[src/rtl/uart_tx_arb.sv]
// Round-robin arbiter that merges several AXI-Stream packet sources onto the single
// slave port of a uart_tx. It can force an idle gap after each packet and truncate overlong packets.
module uart_tx_arb #(
   parameter int DATA_WIDTH = 8,
   parameter int NUM_SRC    = 4,
   parameter int GAP_CYCLES = 2,
   parameter int MAX_BEATS  = 16
) (
   input  logic                          clk_i,
   input  logic                          rst_i,
   input  logic [NUM_SRC*DATA_WIDTH-1:0] s_axis_tdata_i,
   input  logic [NUM_SRC-1:0]            s_axis_tvalid_i,
   input  logic [NUM_SRC-1:0]            s_axis_tlast_i,
   output logic [NUM_SRC-1:0]            s_axis_tready_o,
   output logic [DATA_WIDTH-1:0]         m_axis_tdata_o,
   output logic                          m_axis_tvalid_o,
   output logic                          m_axis_tlast_o,
   input  logic                          m_axis_tready_i,
   input  logic [NUM_SRC-1:0]            src_en_i,
   output logic [NUM_SRC-1:0]            grant_o,
   output logic                          busy_o,
   output logic                          trunc_err_o,
   output logic [15:0]                   pkt_cnt_o
);

   localparam int              IDXW      = $clog2(NUM_SRC);
   localparam logic [15:0]     LAST_BEAT = 16'(MAX_BEATS - 1);
   localparam logic [7:0]      GAP_LOAD  = 8'(GAP_CYCLES);
   localparam logic [IDXW-1:0] LAST_SRC  = IDXW'(NUM_SRC - 1);

   typedef enum logic [1:0] {IDLE, XFER, GAP} state_t;

   state_t              state_q, state_d;
   logic [NUM_SRC-1:0]  grant_q, grant_d;
   logic [IDXW-1:0]     lastGrant_q, lastGrant_d;
   logic [15:0]         beatCnt_q, beatCnt_d;
   logic [7:0]          gapCnt_q, gapCnt_d;
   logic [15:0]         pktCnt_q, pktCnt_d;
   logic                truncErr_q, truncErr_d;

   logic [NUM_SRC-1:0]  eligible;
   logic                found;
   logic [IDXW-1:0]     pickIdx;
   logic [IDXW-1:0]     cand;
   logic                srcLast;
   logic                forceLast;
   logic                beat;

   assign eligible  = s_axis_tvalid_i & src_en_i;
   assign srcLast   = s_axis_tlast_i[lastGrant_q];
   assign forceLast = (beatCnt_q == LAST_BEAT);
   assign beat      = (state_q == XFER) && s_axis_tvalid_i[lastGrant_q] && m_axis_tready_i;

   // Walk the sources starting just after the previous winner, wrapping at NUM_SRC.
   always_comb begin
      found   = 1'b0;
      pickIdx = lastGrant_q;
      cand    = lastGrant_q;
      for (int i = 0; i < NUM_SRC; i++) begin
         cand = (cand == LAST_SRC) ? '0 : cand + 1'b1;
         if (!found && eligible[cand]) begin
            found   = 1'b1;
            pickIdx = cand;
         end
      end
   end

   // The grant index stays in lastGrant_q for the whole packet, so it also steers the mux.
   always_comb begin
      m_axis_tdata_o  = '0;
      m_axis_tvalid_o = 1'b0;
      m_axis_tlast_o  = 1'b0;
      s_axis_tready_o = '0;
      if (state_q == XFER) begin
         m_axis_tdata_o                  = s_axis_tdata_i[lastGrant_q*DATA_WIDTH +: DATA_WIDTH];
         m_axis_tvalid_o                 = s_axis_tvalid_i[lastGrant_q];
         m_axis_tlast_o                  = srcLast | forceLast;
         s_axis_tready_o[lastGrant_q]    = m_axis_tready_i;
      end
   end

   always_comb begin
      state_d     = state_q;
      grant_d     = grant_q;
      lastGrant_d = lastGrant_q;
      beatCnt_d   = beatCnt_q;
      gapCnt_d    = gapCnt_q;
      pktCnt_d    = pktCnt_q;
      truncErr_d  = 1'b0;
      case (state_q)
         IDLE: begin
            if (found) begin
               grant_d          = '0;
               grant_d[pickIdx] = 1'b1;
               lastGrant_d      = pickIdx;
               beatCnt_d        = '0;
               state_d          = XFER;
            end
         end
         XFER: begin
            if (beat) begin
               beatCnt_d = beatCnt_q + 16'd1;
               if (srcLast || forceLast) begin
                  grant_d    = '0;
                  pktCnt_d   = pktCnt_q + 16'd1;
                  truncErr_d = forceLast && !srcLast;
                  if (GAP_CYCLES > 0) begin
                     state_d  = GAP;
                     gapCnt_d = GAP_LOAD;
                  end else begin
                     state_d  = IDLE;
                  end
               end
            end
         end
         GAP: begin
            gapCnt_d = gapCnt_q - 8'd1;
            if (gapCnt_q <= 8'd1) begin
               state_d = IDLE;
            end
         end
         default: state_d = IDLE;
      endcase
   end

   always_ff @(posedge clk_i) begin
      if (rst_i) begin
         state_q     <= IDLE;
         grant_q     <= '0;
         lastGrant_q <= LAST_SRC;
         beatCnt_q   <= '0;
         gapCnt_q    <= '0;
         pktCnt_q    <= '0;
         truncErr_q  <= 1'b0;
      end else begin
         state_q     <= state_d;
         grant_q     <= grant_d;
         lastGrant_q <= lastGrant_d;
         beatCnt_q   <= beatCnt_d;
         gapCnt_q    <= gapCnt_d;
         pktCnt_q    <= pktCnt_d;
         truncErr_q  <= truncErr_d;
      end
   end

   assign grant_o     = grant_q;
   assign busy_o      = (state_q == XFER) || (state_q == GAP);
   assign trunc_err_o = truncErr_q;
   assign pkt_cnt_o   = pktCnt_q;

endmodule

[config.mk]
export PLATFORM = sky130hd
export DESIGN_NAME = uart_tx_arb
export DESIGN_NICKNAME = d
export VERILOG_FILES = /design/src/rtl/uart_tx_arb.sv
export SDC_FILE = /design/constraint.sdc
export NUM_CORES = 1
export LEC_CHECK = 0
export ABC_CLOCK_PERIOD_IN_PS = 8800
export CORE_MARGIN = 3
export CORE_UTILIZATION = 25
export CTS_BUF_LIST = sky130_fd_sc_hd__clkbuf_4 sky130_fd_sc_hd__clkbuf_8
export DETAILED_ROUTE_END_ITERATION = 6
export GPL_ROUTABILITY_DRIVEN = 0
export GPL_TIMING_DRIVEN = 0
export PLACE_DENSITY = 0.46
export SYNTH_ARGS = -nofsm -noshare
export SYNTH_HDL_FRONTEND = slang
export SYNTH_SLANG_ARGS = --single-unit
export TNS_END_PERCENT = 30
[constraint.sdc]
create_clock -name clk_i -period 8.8 [get_ports clk_i]
set_clock_uncertainty 0.1 [all_clocks]
set_input_delay 1.76 -clock clk_i [delete_from_list [all_inputs] [get_ports clk_i]]
set_output_delay 1.76 -clock clk_i [all_outputs]
set_load 0.005 [all_outputs]
==> reports/metrics.yaml <==
yosys-top-cells-area: "dfxtp_1 32%, mux4_2 7.2%, nor2_1 7.1%, xnor2_1 5.1%, ha_1 4.4%"
row_count: 40
crit_end: "m_axis_tlast_o"
period_share_pct: 62.2
wl_per_cell_um: 14.3
synth_most_common_cell: "nor2_1"
synth_cell_types: 62
gr-total-overflow: 0
cts_hold_buffers: 0
cts_buffer_depth: 2
first_pass_iters: 4
status: "complete, no violations"
async_flop_share_pct: 0
cts_root_buffer: "clkbuf_8"
syn_nets: 429
max-vdd-ir-drop_mv: 0.100
slew_violations: 0
crit_start: "s_axis_tlast_i[2]"
antenna_found_initial: 0
synth-seq-cells: 49
drc_errors: 0
setup_viol: 0
die_width_um: 117
synth_ff_type: "dfxtp_1"
yosysWarnings: 0
hold_class: "flop to flop"
dp_hpwl_um: 6820
final_util_pct: 35.2
ioPinCount: 83
grt_pass1_wl_um: 14700
yosys.area.top_type_share_pct: 31.6
worstSetupPathType: "primary input to primary output"
grt_max_degree: 15
final_nets: 518
period_minus_slack_ns: 5.48
top_usage_layer: "met2"
tightest_slew_ns: 0.773
coreArea_sq_um: 12100
syn-cell-area_sq_um: 3110
drive_above_1_share_pct: 6.30
synth_edf_count: 0
wl_um: 8950
critPathMaxFanout: 7
crit_path_end_kind: "primary output"
clkSlewWorstSetupHoldPaths_ns: 0.09
relSlewSlack_pct: 48.0
ff2ff_setup_slack_ns: 4.49
clock_latency_ns: 0.31
use_met1_pct: 17.5
die_h_um: 117
rr_startpoint: "lastGrant_q[0]$_SDFFE_PP1P_"
cts_resized: 0
cts_tree: "yes"
vias: 3014
fp.dieArea_sq_um: 13800
rsz0062_at_grt: "false"
met3_usage_pct: 2.64
max_freq_ghz: 0.183
worstSetupStartpointType: "primary input"
required_ns: 6.94
netlist_top_cells_count: "59 x nor2_1, 49 x dfxtp_1, 32 x nand2_1, 18 x a21oi_1, 18 x xnor2_1"
via_per_inst: 4.80
arrival_ns: 3.62
clock_sinks: 49
yosysTopAreaCell: "dfxtp_1"
grt_usage_pct: 12.7
antenna_left: 0
synth_cells: 371
finalHoldViolCount: 0
cts_setup_buffers: 0
drv_cap: 0
grt_pass1_vias: 2956
r2r_end: "grant_o[0]$_SDFFE_PP0P_"
r2r_cells: 11
drt_iter0_markers: 145
cts_buffers: 5
yosysSeqAreaShare_pct: 31.6
use_met2_pct: 20.2
power_density_nw_per_um2: 202
htree_levels: 2
avgSynthCellArea_sq_um: 8.37
hold_depth: 2
p_leak_uw: 0.00147
setup_tns_ns: 0
start_util_pct: 25.8
synthToLayoutAreaGrowth_pct: 36.5
portBuffers: 82
num_antenna_cells: 0
-- final cells by class --
class                      instances  area (sq um)
multi-input combinational        293          2010
buffer                            15          66.3
sequential                        49           981
tap                              168           210
clock buffer                       5          68.8
timing repair buffer              82           821
fill                            1294          7820
clock inverter                     2          35.0
inverter                          14          52.6
-- worst max-delay path, stage by stage --
cell	delay (ns)
clkdlybuf4s50_1	0.40
mux4_2	0.50
a41oi_2	0.38
nor2_1	0.12
clkdlybuf4s50_1	0.46
-- metrics by stage --
| stage | cell area [sq um] | setup WS (ns) | instances | power [uW] | hold slack [ns] |
|---|---|---|---|---|---|
| floorplan | 3110 | 4.35 | 371 | 551 | 0.348 |
| global placement | 4140 | 3.27 | 621 | 701 | 0.356 |
| detailed placement | 4140 | 3.28 | 621 | 703 | 0.350 |
| CTS | 4240 | 3.28 | 628 | 865 | 0.376 |
| global route | 4240 | 3.23 | 628 | 923 | 0.396 |
| finish | 4240 | 3.32 | 628 | 856 | 0.367 |
-- layer usage --
layer  wire length, um  vias to the layer above
met2              4050                       76
met5                 0                        -
met4               136                        0
li1                  -                     1505
met1              4450                     1420
met3               319                       13
-- cell usage in the layout, fill, tap and decap left out, drive strengths merged, types with 4 or more instances in the layout --
cell type / n
inv: 14
nor2: 59
nand3: 15
xnor2: 18
nand2: 32
clkbuf: 16
dfxtp: 49
mux4: 10
or3: 4
and2: 10
nor3: 6
clkdlybuf4s50: 82
ha: 11
nor4: 6
o22ai: 4
xor2: 14
nand4: 10
and3: 9
mux2i: 4
o21ai: 10
buf: 4
a21oi: 18
-- power by group --
part	internal, uW	total, uW	switching, uW
registers	248	274	26.4
clock network	82.7	158	75.1
logic	199	423	225
-- flip-flops by register name (all words and copies together), names as in the netlist --
name         cells
trunc_err_o      1
grant_o          4
gapCnt_q         8
pkt_cnt_o       16
lastGrant_q      2
state_q          2
beatCnt_q       16
-- how the worst min path moves through the flow --
stage	startpoint	to	slack, ns
after global routing	grant_o[0]$_SDFFE_PP0P_	grant_o[0]$_SDFFE_PP0P_	0.40
after CTS	grant_o[0]$_SDFFE_PP0P_	grant_o[0]$_SDFFE_PP0P_	0.38
final	grant_o[0]$_SDFFE_PP0P_	grant_o[0]$_SDFFE_PP0P_	0.37
after detailed placement	grant_o[0]$_SDFFE_PP0P_	grant_o[0]$_SDFFE_PP0P_	0.35
after global placement	grant_o[0]$_SDFFE_PP0P_	grant_o[0]$_SDFFE_PP0P_	0.36
after floorplan	grant_o[1]$_SDFFE_PP0P_	grant_o[1]$_SDFFE_PP0P_	0.35
-- kinds of logic after synthesis --
group	synth area share, %
simple gates	27.9
mux	8.90
xor+xnor	9.02
compound gates	14.4
fa+ha+maj	4.43
flops	31.6
buf+inv	3.83
(Power assumes the default switching activity.)
